**src/rtl/mul2_sched.sv**
```systemverilog
// ---------------------------------------------------------------------------
// mul2_sched
//
// Purpose:
//   Sequencer for a 3-share masked AND gadget (Mul2). It takes one shared
//   operand pair per transaction and drives the gadget inputs for the
//   gadget latency. It then returns the shared product through a
//   valid/ready handshake. While idle it fills a small randomness FIFO
//   from a 16-bit Fibonacci LFSR. It is the only driver of the gadget's
//   r input.
//
// Parameters:
//   LAT    gadget latency in clock edges (0..7, 0 = combinational gadget)
//   DEPTH  randomness FIFO entries of 2 bits (power of two, 2..16)
//   SEED   LFSR reset value (0 is replaced by 16'hACE1)
//
// Ports:
//   clk        system clock, rising edge
//   rst        synchronous active-high reset
//   in_valid   operand pair present
//   in_ready   block can accept an operand pair
//   x_in/y_in  shares of x and y (3 bits each)
//   out_valid  z_out holds a result
//   out_ready  consumer takes the result
//   z_out      shares of z (3 bits)
//   m_x/m_y    operands driven to the gadget
//   m_r        fresh randomness driven to the gadget (2 bits)
//   m_z        product shares returned by the gadget
//   r_count    randomness entries currently buffered
//
// Build option:
//   MUL2_SCHED_PRECHARGE_EN  when defined, the gadget inputs are driven to
//                            zero for one PRE cycle after each transaction
//                            and stay zero throughout IDLE.
// ---------------------------------------------------------------------------
module mul2_sched #(
   parameter int          LAT   = 1,
   parameter int          DEPTH = 4,
   parameter logic [15:0] SEED  = 16'hACE1
) (
   input  logic                   clk,
   input  logic                   rst,
   input  logic                   in_valid,
   output logic                   in_ready,
   input  logic [2:0]             x_in,
   input  logic [2:0]             y_in,
   output logic                   out_valid,
   input  logic                   out_ready,
   output logic [2:0]             z_out,
   output logic [2:0]             m_x,
   output logic [2:0]             m_y,
   output logic [1:0]             m_r,
   input  logic [2:0]             m_z,
   output logic [$clog2(DEPTH):0] r_count
);

   localparam int                PTR_W    = $clog2(DEPTH);
   localparam int                CNT_W    = PTR_W + 1;
   localparam logic [CNT_W-1:0]  FULL     = CNT_W'(DEPTH);
   localparam logic [2:0]        LAT_C    = 3'(LAT);
   localparam logic [15:0]       SEED_EFF = (SEED == 16'h0000) ? 16'hACE1 : SEED;

`ifdef MUL2_SCHED_PRECHARGE_EN
   typedef enum logic [1:0] {
      S_IDLE  = 2'd0,
      S_ISSUE = 2'd1,
      S_DONE  = 2'd2,
      S_PRE   = 2'd3
   } state_t;
`else
   typedef enum logic [1:0] {
      S_IDLE  = 2'd0,
      S_ISSUE = 2'd1,
      S_DONE  = 2'd2
   } state_t;
`endif

   state_t             state_q;
   logic [2:0]         waitCnt_q;
   logic [2:0]         mX_q;
   logic [2:0]         mY_q;
   logic [1:0]         mR_q;
   logic [2:0]         zOut_q;
   logic               outValid_q;

   logic [15:0]        lfsr_q,  lfsr_d;
   logic [PTR_W-1:0]   wrPtr_q, wrPtr_d;
   logic [PTR_W-1:0]   rdPtr_q, rdPtr_d;
   logic [CNT_W-1:0]   count_q, count_d;
   logic [1:0]         rBuf_q [DEPTH];

   logic               push;
   logic               pop;
   logic               accept;
   logic               feedback;
   logic [1:0]         head;

   // A transaction is accepted only from IDLE and only with at least one
   // randomness entry buffered, so the gadget always gets fresh r.
   assign in_ready = (state_q == S_IDLE) && (count_q != '0);
   assign accept   = in_ready && in_valid;

   // The generator advances whenever there is room. A pop in the same
   // cycle does not make room early: fullness is judged on the
   // registered count.
   assign push     = (count_q != FULL);
   assign pop      = accept;
   assign head     = rBuf_q[rdPtr_q];

   // Taps 16,14,13,11 of the right-shifting Fibonacci form map to
   // register bits 0,2,3,5.
   assign feedback = lfsr_q[0] ^ lfsr_q[2] ^ lfsr_q[3] ^ lfsr_q[5];

   // Next state of the randomness generator and FIFO bookkeeping. A
   // simultaneous push and pop leaves the occupancy unchanged.
   always_comb begin
      lfsr_d  = lfsr_q;
      wrPtr_d = wrPtr_q;
      rdPtr_d = rdPtr_q;
      count_d = count_q;
      if (push) begin
         lfsr_d  = {feedback, lfsr_q[15:1]};
         wrPtr_d = wrPtr_q + PTR_W'(1);
      end
      if (pop) begin
         rdPtr_d = rdPtr_q + PTR_W'(1);
      end
      if (push && !pop) begin
         count_d = count_q + CNT_W'(1);
      end else if (!push && pop) begin
         count_d = count_q - CNT_W'(1);
      end
   end

   // Randomness generator and FIFO pointer registers. Reset empties the
   // buffer and reloads the seed.
   always_ff @(posedge clk) begin
      if (rst) begin
         lfsr_q  <= SEED_EFF;
         wrPtr_q <= '0;
         rdPtr_q <= '0;
         count_q <= '0;
      end else begin
         lfsr_q  <= lfsr_d;
         wrPtr_q <= wrPtr_d;
         rdPtr_q <= rdPtr_d;
         count_q <= count_d;
      end
   end

   // FIFO storage. Each entry holds the two low LFSR bits taken before the
   // step. Contents need no reset because the occupancy count gates reads.
   always_ff @(posedge clk) begin
      if (!rst && push) begin
         rBuf_q[wrPtr_q] <= lfsr_q[1:0];
      end
   end

   // Transaction sequencer. Gadget inputs are captured at acceptance and
   // held through ISSUE and DONE. The wait counter runs 0..LAT, so the
   // gadget output is sampled LAT+1 edges after acceptance. All outputs
   // come straight from registers.
   always_ff @(posedge clk) begin
      if (rst) begin
         state_q    <= S_IDLE;
         waitCnt_q  <= '0;
         mX_q       <= '0;
         mY_q       <= '0;
         mR_q       <= '0;
         zOut_q     <= '0;
         outValid_q <= 1'b0;
      end else begin
         case (state_q)
            S_IDLE: begin
               if (accept) begin
                  mX_q      <= x_in;
                  mY_q      <= y_in;
                  mR_q      <= head;
                  waitCnt_q <= '0;
                  state_q   <= S_ISSUE;
               end
            end
            S_ISSUE: begin
               if (waitCnt_q == LAT_C) begin
                  zOut_q     <= m_z;
                  outValid_q <= 1'b1;
                  state_q    <= S_DONE;
               end else begin
                  waitCnt_q <= waitCnt_q + 3'd1;
               end
            end
            S_DONE: begin
               if (out_ready) begin
                  outValid_q <= 1'b0;
`ifdef MUL2_SCHED_PRECHARGE_EN
                  mX_q       <= '0;
                  mY_q       <= '0;
                  mR_q       <= '0;
                  state_q    <= S_PRE;
`else
                  state_q    <= S_IDLE;
`endif
               end
            end
`ifdef MUL2_SCHED_PRECHARGE_EN
            S_PRE: begin
               state_q <= S_IDLE;
            end
`endif
            default: begin
               state_q <= S_IDLE;
            end
         endcase
      end
   end

   assign out_valid = outValid_q;
   assign z_out     = zOut_q;
   assign m_x       = mX_q;
   assign m_y       = mY_q;
   assign m_r       = mR_q;
   assign r_count   = count_q;

endmodule

```
**config.mk**
```make
export PLATFORM = sky130hd
export DESIGN_NAME = mul2_sched
export DESIGN_NICKNAME = d
export VERILOG_FILES = /design/src/rtl/mul2_sched.sv
export SDC_FILE = /design/constraint.sdc
export NUM_CORES = 1
export LEC_CHECK = 0
export BUFFER_PORTS_ARGS = -buffer_cell sky130_fd_sc_hd__buf_4
export CAP_MARGIN = 20
export CORE_MARGIN = 1
export CORE_UTILIZATION = 40
export CTS_CLUSTER_DIAMETER = 100
export DETAILED_ROUTE_END_ITERATION = 10
export SLEW_MARGIN = 40
export SYNTH_ARGS = -nofsm -noshare
export SYNTH_HDL_FRONTEND = slang
export SYNTH_SLANG_ARGS = --single-unit
export TNS_END_PERCENT = 1
```
**constraint.sdc**
```tcl
create_clock -name clk -period 6.55 [get_ports clk]
set_clock_uncertainty 0.2 [all_clocks]
set_input_delay 0.655 -clock clk [delete_from_list [all_inputs] [get_ports clk]]
set_output_delay 0.655 -clock clk [all_outputs]
set_load 0.01 [all_outputs]
```
Word level (Yosys, flattened, before mapping)
Memory sizes are Yosys's and may differ from the RTL's. A register that Yosys moved wholly into a read port is not among the register bits.
Cells that the tools add are included.
- register bits: 38
- bits in writable memories: 8
- output and inout bits: 16
- logic and storage cells: 59
- memories kept: 1
- $add $sub $neg: 5
- equal/unequal tests: 8
- muxes and demuxes: 14
- bitwise operators: 3
- reduce and logical (&&, ||, !) cells: 18
- memory list (memory ; words ; bits a word ; read ports ; clocked after memory_dff ; write ports ; RTL line ; RTL):
    rBuf_q ; 4 ; 2 ; 1 ; 1 ; 1 ; 90 ; logic [1:0] rBuf_q [DEPTH];
- operators with widths (cell ; count):
    $mux 3 ; 4
    $reduce_and 3->1 ; 3
    $ne 2x2->1 const B ; 4
    $add 3x1->3 const B ; 2
    $mux 2 ; 3
    $pmux 2 s3 ; 1
    $pmux 3 s2 ; 1
    $reduce_bool 2->1 ; 3
    $logic_and 1x1->1 ; 5
    $add 2x1->2 const B ; 2
    $mux 1 ; 4
    $reduce_and 2->1 ; 2
    $eq 3x1->1 const B ; 1
    $logic_not 1->1 ; 3
    $ne 3x3->1 const B ; 1
    $reduce_bool 3->1 ; 1
    $sub 3x1->3 const B ; 1
    $xor 1x1->1 ; 3
    $eq 2x1->1 const B ; 1
    $eq 2x2->1 const B ; 1
    $logic_not 2->1 ; 1
    $pmux 1 s2 ; 1

Longest topological paths before layout
Gate-level depths: netlist of the first run.
- word-level depth: 6
- depth in mapped cells: 11

Worst setup path after synthesis of the first run
No wires, ideal clock.
- path type: reg2reg
- from: register count_q[0], in the netlist r_count[0]
- to: register count_q[2], in the netlist r_count[2]
- data arrival time: 2267 ps
- path slack: 4010 ps
- stages on the path, launching flop included: 11
- period minus slack after synthesis: 2540 ps
- path through: dfxtp_1 or3_1 and3_4 clkinv_2 buf_8 ha_1 inv_1 fa_1 xor2_1 or3_1 a21oi_1
- word-level cells in the longest chain between the ends: 6
- elaborated cells on any way between the ends: 13
- ends and longest elaborated chain (what ; RTL line ; RTL):
    start: declaration ; 89 ; logic [CNT_W-1:0] count_q, count_d;
    start signal: assignment ; 147 ; count_q <= count_d;
    branches (longest 6 deep; another with $sub 3x1->3) ; n/a ;
Parallel ways; which one is timed is not known. The select of a mux whose other input is x is not followed.
A chain may end at the register's enable or synchronous reset.

Worst setup path in the final report of the first run
Ends and elaborated chain as after synthesis.

==> results of run 1 <==
-- flip-flops by register name (all words and copies together) (netlist names) --
signal / count
lfsr_q: 16
rBuf_q: 8
m_x: 3
m_y: 3
r_count: 3
waitCnt_q: 3
z_out: 3
m_r: 2
rdPtr_q: 2
state_q: 2
wrPtr_q: 2
out_valid: 1
-- area by class of cell --
type	count	area [um2]	area share [%]
well taps	67	83.8	3.61
multi-input cells	143	861	37.1
repair buffers	28	210	9.06
clock buffers	8	100	4.32
flip-flops and latches	48	1040	44.9
inverters	6	23.8	1.02
-- routing by layer --
| metal | global-route usage (%) | wire length, um | vias to the layer above |
|---|---|---|---|
| met4 | 7.19 | 59 | 0 |
| li1 | - | - | 730 |
| met3 | 5.14 | 160 | 5 |
| met5 | 0 | 0 | - |
| met1 | 16.4 | 1590 | 629 |
| met2 | 20.8 | 1390 | 27 |
-- how the worst min path moves through the flow --
| stage | from | end | slack (ns) | depth (start not counted) |
|---|---|---|---|---|
| global route | lfsr_q[12] | lfsr_q[12] | 0.28 | 2 |
| CTS | lfsr_q[8] | lfsr_q[8] | 0.26 | 2 |
| finish | lfsr_q[4] | lfsr_q[4] | 0.26 | 2 |
| floorplan | lfsr_q[12] | lfsr_q[12] | 0.23 | 2 |
| global placement | lfsr_q[4] | lfsr_q[4] | 0.24 | 2 |
| detailed placement | lfsr_q[4] | lfsr_q[4] | 0.25 | 2 |
-- logic make-up after synthesis --
| kind of cell | after synthesis | share of synthesized area, % |
|---|---|---|
| and+or+nand+nor | 92 | 21.8 |
| DFF | 48 | 52.4 |
| AOI/OAI and AO/OA | 33 | 10.3 |
| buffers and inverters | 16 | 4.28 |
| adders and majority gates | 8 | 5.42 |
| xor gates and xnor gates | 7 | 3.09 |
| muxes | 3 | 2.77 |
-- cells in the final DEF, fill, tap and decap left out, drive strengths merged --
cell type	synthesis	final
nor3	2	2
inv	4	4
nand2	51	51
o21ba	1	1
dfxtp	40	40
or3	2	2
clkbuf	4	8
o31ai	1	1
nor2	14	14
nand2b	4	4
nand4b	1	1
a31o	1	1
nand3b	9	9
o21ai	4	4
fa	1	1
edfxtp	8	8
and2	6	6
nor3b	1	1
xor2	2	2
mux2i	1	1
a21oi	25	25
and3	2	2
a31oi	1	1
buf	6	28
xnor2	5	5
mux4	2	2
clkinv	2	2
ha	7	7
-- through the flow --
stage	std cells	cell area (um2)	utilization, %	worst slack [ns]
after detailed placement	292	2220	46.7	3.44
final	300	2320	48.8	3.43
after global routing	300	2320	48.8	3.12
after CTS	300	2320	48.8	3.40
after global placement	292	2220	46.7	3.51
after floorplan	207	1990	-	4.01
-- where the power goes --
part | total [mW] | internal (mW) | switching [mW]
Combinational | 0.259 | 0.122 | 0.137
Clock | 0.190 | 0.0964 | 0.0936
Sequential | 0.409 | 0.364 | 0.0449
Total | 0.858 | 0.582 | 0.276
-- worst min-delay path, delay by kind of cell, from the launching register on --
family,cells,cell delay (ns)
AOI/OAI and AO/OA,1,0.05
DFF,1,0.32
and+or+nand+nor,1,0.05
==> impl_metrics.json, run 1 <==
{
  "cp-startpoint": "r_count[0]",
  "wl_per_cell_um": 10.7,
  "avgSynthCellArea_um2": 9.60,
  "crit_chain": "nor2_1, and2_1, clkinv_1, ha_1, inv_1, fa_1, xor2_1, or3_1, a21oi_1",
  "hold_ws_ns": 0.256,
  "async_reset_ff_share_pct": 0,
  "finalSetupViolations": 0,
  "regToRegSetupSlack_ns": 3.43,
  "grtUsageTotal_pct": 13.5,
  "cts_sinks": 48,
  "first_global_vias": 1236,
  "drv_cap": 0,
  "rows": 25,
  "drt_iter0_markers": 69,
  "cts_setup_buffers": 0,
  "cts_tree": "built",
  "crit_path_end_kind": "flop",
  "period_needed_ns": 3.12,
  "ys_top_cells_by_count": "nand2_1 (50), dfxtp_1 (40), a21oi_1 (18)",
  "die_area_um2": 5250,
  "max_freq_mhz": 320,
  "cts_root_buf": "clkbuf_8",
  "drc_errors": 0,
  "die_h_um": 72.5,
  "yosysWarnings": 0,
  "powerDensity_nw_per_um2": 370,
  "synth_cell_type_count": 35,
  "clk_pin_slew_ns": 0.09,
  "status": "finished clean",
  "setup_tns_ns": 0,
  "hold_buffers": 0,
  "synth.most_common_cell": "nand2_1",
  "wl_um": 3200,
  "firstDrtPassIters": 4,
  "maxSlewViolCount": 0,
  "clk_latency_ns": 0.30,
  "syn2layout_area_growth_pct": 16.8,
  "num-fill-cells": 471,
  "fp.dieW_um": 72.5,
  "final_nets": 253,
  "total_power_uw": 858,
  "diodes": 0,
  "max_slew.worst_pin.slew_ns": 0.666,
  "dominantRegCellSynth": "dfxtp_1",
  "clockBufferDepth": 2,
  "gp_congestion": 0.721,
  "cts_buffers": 5,
  "ff2ff_path_depth": 9,
  "synth_top_area_share_pct": 40.3,
  "critPathKind": "flop to flop",
  "grt_first_pass_wirelength_um": 5350,
  "vdd_ir_drop_max_mv": 0.142,
  "dp_hpwl_um": 2070,
  "synth_seq_area_share_pct": 52.4,
  "cts-resized-gates": 0,
  "coreArea_um2": 4750,
  "worst-path-max-fanout": 19,
  "grt_max_degree": 44,
  "layout-drive-gt1-share_pct": 20.2,
  "crit_cells": 9,
  "vias": 1391,
  "vias_per_cell": 4.64,
  "worst-path-buf-inv": 2,
  "syn-cell-area_um2": 1990,
  "r2r_start": "r_count[0]",
  "yosysTopAreaCell": "dfxtp_1",
  "hold_viol": 0,
  "crit_end": "r_count[2]",
  "grt_overflow": 0,
  "ios": 29,
  "cp.required_ns": 6.58,
  "port_buffers": 28,
  "syn_nets": 228,
  "critPathArrivalTime_ns": 3.15,
  "antenna_found_initial": 0,
  "start_util_pct": 41.8,
  "leakagePower_nw": 0.934,
  "synthCells": 207,
  "period_share_pct": 47.7,
  "cp-start-kind": "flop",
  "synth-edff-count": 8,
  "reg2reg_to": "r_count[2]",
  "cp_slowest_cell": "clkinv_1",
  "slew_headroom_pct": 55.6,
  "ys_ff_latch": 48,
  "max_stage_delay_ns": 0.61,
  "hold_class": "flop to flop",
  "rsz0062_at_grt": "false",
  "route.antenna.remaining_nets": 0,
  "synthTopCellsByArea": "dfxtp_1 (40%), edfxtp_1 (12%), nand2_1 (9.4%)",
  "critPathTopFamily": "simple AND/OR/NAND/NOR gates",
  "htree_levels": 2
}
No activity file was read; power rests on OpenSTA's default activity.
==> inputs of run 2 (changes only) <==
==> constraint.sdc (replaced) <==
create_clock -name clk -period 3.1 [get_ports clk]
set_clock_uncertainty 0.2 [all_clocks]
set_input_delay 0.31 -clock clk [delete_from_list [all_inputs] [get_ports clk]]
set_output_delay 0.31 -clock clk [all_outputs]
set_load 0.01 [all_outputs]
==> run 2 against run 1 <==
Net effect:
- hold slack got worse by 0.21 ns
- sequential share of layout area decreased by 0.43 points
- setup slack got worse by 3.0 ns
- critical path depth unchanged
- clock power rose by 130%
- non-clock buffer count rose by 2
- via count fell by 0.93%
- first-iteration DRC count decreased by 13%
- combinational power up 120%
- register-to-register slack lost 3.0 ns
- sequential cell count is the same
- count of clock-buffer cells in the layout is 2 lower
- critical path type unchanged
- critical endpoint unchanged
==> impl_metrics.json, run 2 (synthesized netlist as in run 1, its figures left out) <==
{
  "status": "finished clean",
  "grtUsageMet3_pct": 5.83,
  "rows": 25,
  "max_slew.worst_pin.slew_ns": 0.462,
  "seqPwrFrac_pct": 46.4,
  "leakagePower_nw": 0.947,
  "vias_per_cell": 4.56,
  "ios": 29,
  "p_comb_share_pct": 29.9,
  "dp_slack_ns": 0.436,
  "cp_slowest_cell": "or3_1",
  "p_sw_uw": 584,
  "syn2layout_area_growth_pct": 17.9,
  "htree_levels": 2,
  "top_register": "lfsr_q",
  "wl_um": 3300,
  "r2r_start": "r_count[0]",
  "clk_latency_ns": 0.30,
  "finalSetupViolations": 0,
  "largestRegisters": "lfsr_q: 16 flops, rBuf_q: 8 flops",
  "busiest_layer": "met2",
  "regToRegSetupSlack_ns": 0.43,
  "gp_congestion": 0.705,
  "dp_hpwl_um": 2140,
  "hold_viol": 0,
  "powerDensity_nw_per_um2": 794,
  "critPathArrivalTime_ns": 2.71,
  "grtUsageTotal_pct": 14.6,
  "cts_setup_buffers": 0,
  "first_global_vias": 1289,
  "firstDrtPassIters": 2,
  "max_freq_mhz": 374,
  "cts-resized-gates": 0,
  "final_cells": 302,
  "clk_pin_slew_ns": 0.09,
  "worstHoldStart": "m_z[1]",
  "period_share_pct": 86.2,
  "die_area_um2": 5250,
  "use_met1_pct": 18.0,
  "cts_root_buf": "clkbuf_8",
  "layout_commonest_cell": "nand2_1",
  "hold_class": "input pin to flop",
  "utilization_pct": 49.3,
  "grt_overflow": 0,
  "slew_headroom_pct": 69.2,
  "hold_buffers": 0,
  "max_stage_delay_ns": 0.40,
  "ff2ff_path_depth": 9,
  "antenna_found_initial": 0,
  "vdd_ir_drop_max_mv": 0.355,
  "critPathTopFamily": "simple AND/OR/NAND/NOR gates",
  "setup_tns_ns": 0,
  "die_h_um": 72.5,
  "fp.dieW_um": 72.5,
  "cts_buffers": 5,
  "critPathKind": "flop to flop",
  "intPower_mw": 1.28,
  "dp_cells": 294,
  "start_util_pct": 41.8,
  "worst-path-max-fanout": 13,
  "cp-start-kind": "flop",
  "place_area_um2": 2230,
  "timing.final.ws_setup_ns": 0.427,
  "final_nets": 255,
  "vias": 1378,
  "wl_per_cell_um": 10.9,
  "num-fill-cells": 490,
  "switching_share_pct": 31.4,
  "port_buffers": 28,
  "total_power_mw": 1.86,
  "crit_path_end_kind": "flop",
  "route.antenna.remaining_nets": 0,
  "grt_first_pass_wirelength_um": 5820,
  "drt_iter0_markers": 60,
  "rsz0062_at_grt": "false",
  "hold_path_end": "z_out[1]",
  "worst-path-buf-inv": 2,
  "diodes": 0,
  "cp.required_ns": 3.14,
  "crit_chain": "or3_1, and3_4, clkinv_2, ha_1, inv_1, fa_1, xor2_1, or3_1, a21oi_1",
  "cts_tree": "built",
  "layout-drive-gt1-share_pct": 20.9,
  "power_frac_clock_pct": 23.7,
  "maxSlewViolCount": 0,
  "min_path_cells": 3,
  "drv_cap": 0,
  "period_needed_ns": 2.67,
  "use_met2_pct": 22.7,
  "coreArea_um2": 4750,
  "reg2reg_to": "r_count[2]",
  "drc_errors": 0,
  "clockBufferDepth": 2,
  "crit_path_frequent_cell": "or3_1",
  "cts_sinks": 48,
  "grt_max_degree": 44,
  "stdcell_area_um2": 2340,
  "largest_reg_flops": 16,
  "hold_ws_ns": 0.0502,
  "layout_common_cells": "nand2_1 (50), dfxtp_1 (40), buf_4 (30)"
}
[run 2: changes by cell type in the layout (fill, tap and decap cells not counted)]
| cell | delta |
|---|---|
| buf_4 | +2 |
| bufinv_16 | +1 |
| clkbuf_8 | -2 |
| clkinv_2 | +1 |
[run 2: worst max-delay path by stage]
| stage | slack (ns) | startpoint | end | cells after the start |
|---|---|---|---|---|
| after floorplan | 0.56 | r_count[0] | r_count[2] | 10 |
| after global placement | 0.47 | r_count[0] | r_count[2] | 9 |
| after detailed placement | 0.44 | r_count[0] | r_count[2] | 9 |
| after CTS | 0.41 | r_count[0] | r_count[2] | 9 |
| after global routing | 0.27 | r_count[0] | r_count[2] | 9 |
| final | 0.43 | r_count[0] | r_count[2] | 9 |
[run 2: worst register-to-register path, cell delays in order (launching register included)]
cell and delay [ns]:
dfxtp_1 0.37, or3_1 0.40, and3_4 0.24, clkinv_2 0.17
ha_1 0.21, inv_1 0.06, fa_1 0.37, xor2_1 0.16
or3_1 0.31, a21oi_1 0.14
[run 2: power groups by stage]
stage,sequential [mW],combinational [mW],clock [mW]
after floorplan,0.877,0.417,0
after global placement,0.876,0.556,0
after detailed placement,0.878,0.562,0
after CTS,0.865,0.566,0.456
after global routing,0.885,0.642,0.480
final,0.863,0.557,0.440
[run 2: layout make-up]
| cell class | instances | area [um2] | area share, % |
|---|---|---|---|
| flip-flops and latches | 48 | 1040 | 44.4 |
| multi-input cells | 143 | 861 | 36.8 |
| repair buffers | 30 | 225 | 9.62 |
| well taps | 67 | 83.8 | 3.58 |
| clock buffers | 6 | 72.6 | 3.10 |
| clock inverters | 2 | 35.0 | 1.50 |
| inverters | 6 | 23.8 | 1.01 |
[run 2: layer usage]
layer	vias to the layer above	share of wire, %
met5	-	0
met4	0	1.7
met3	6	5.8
met2	25	43
met1	614	49
li1	733	-
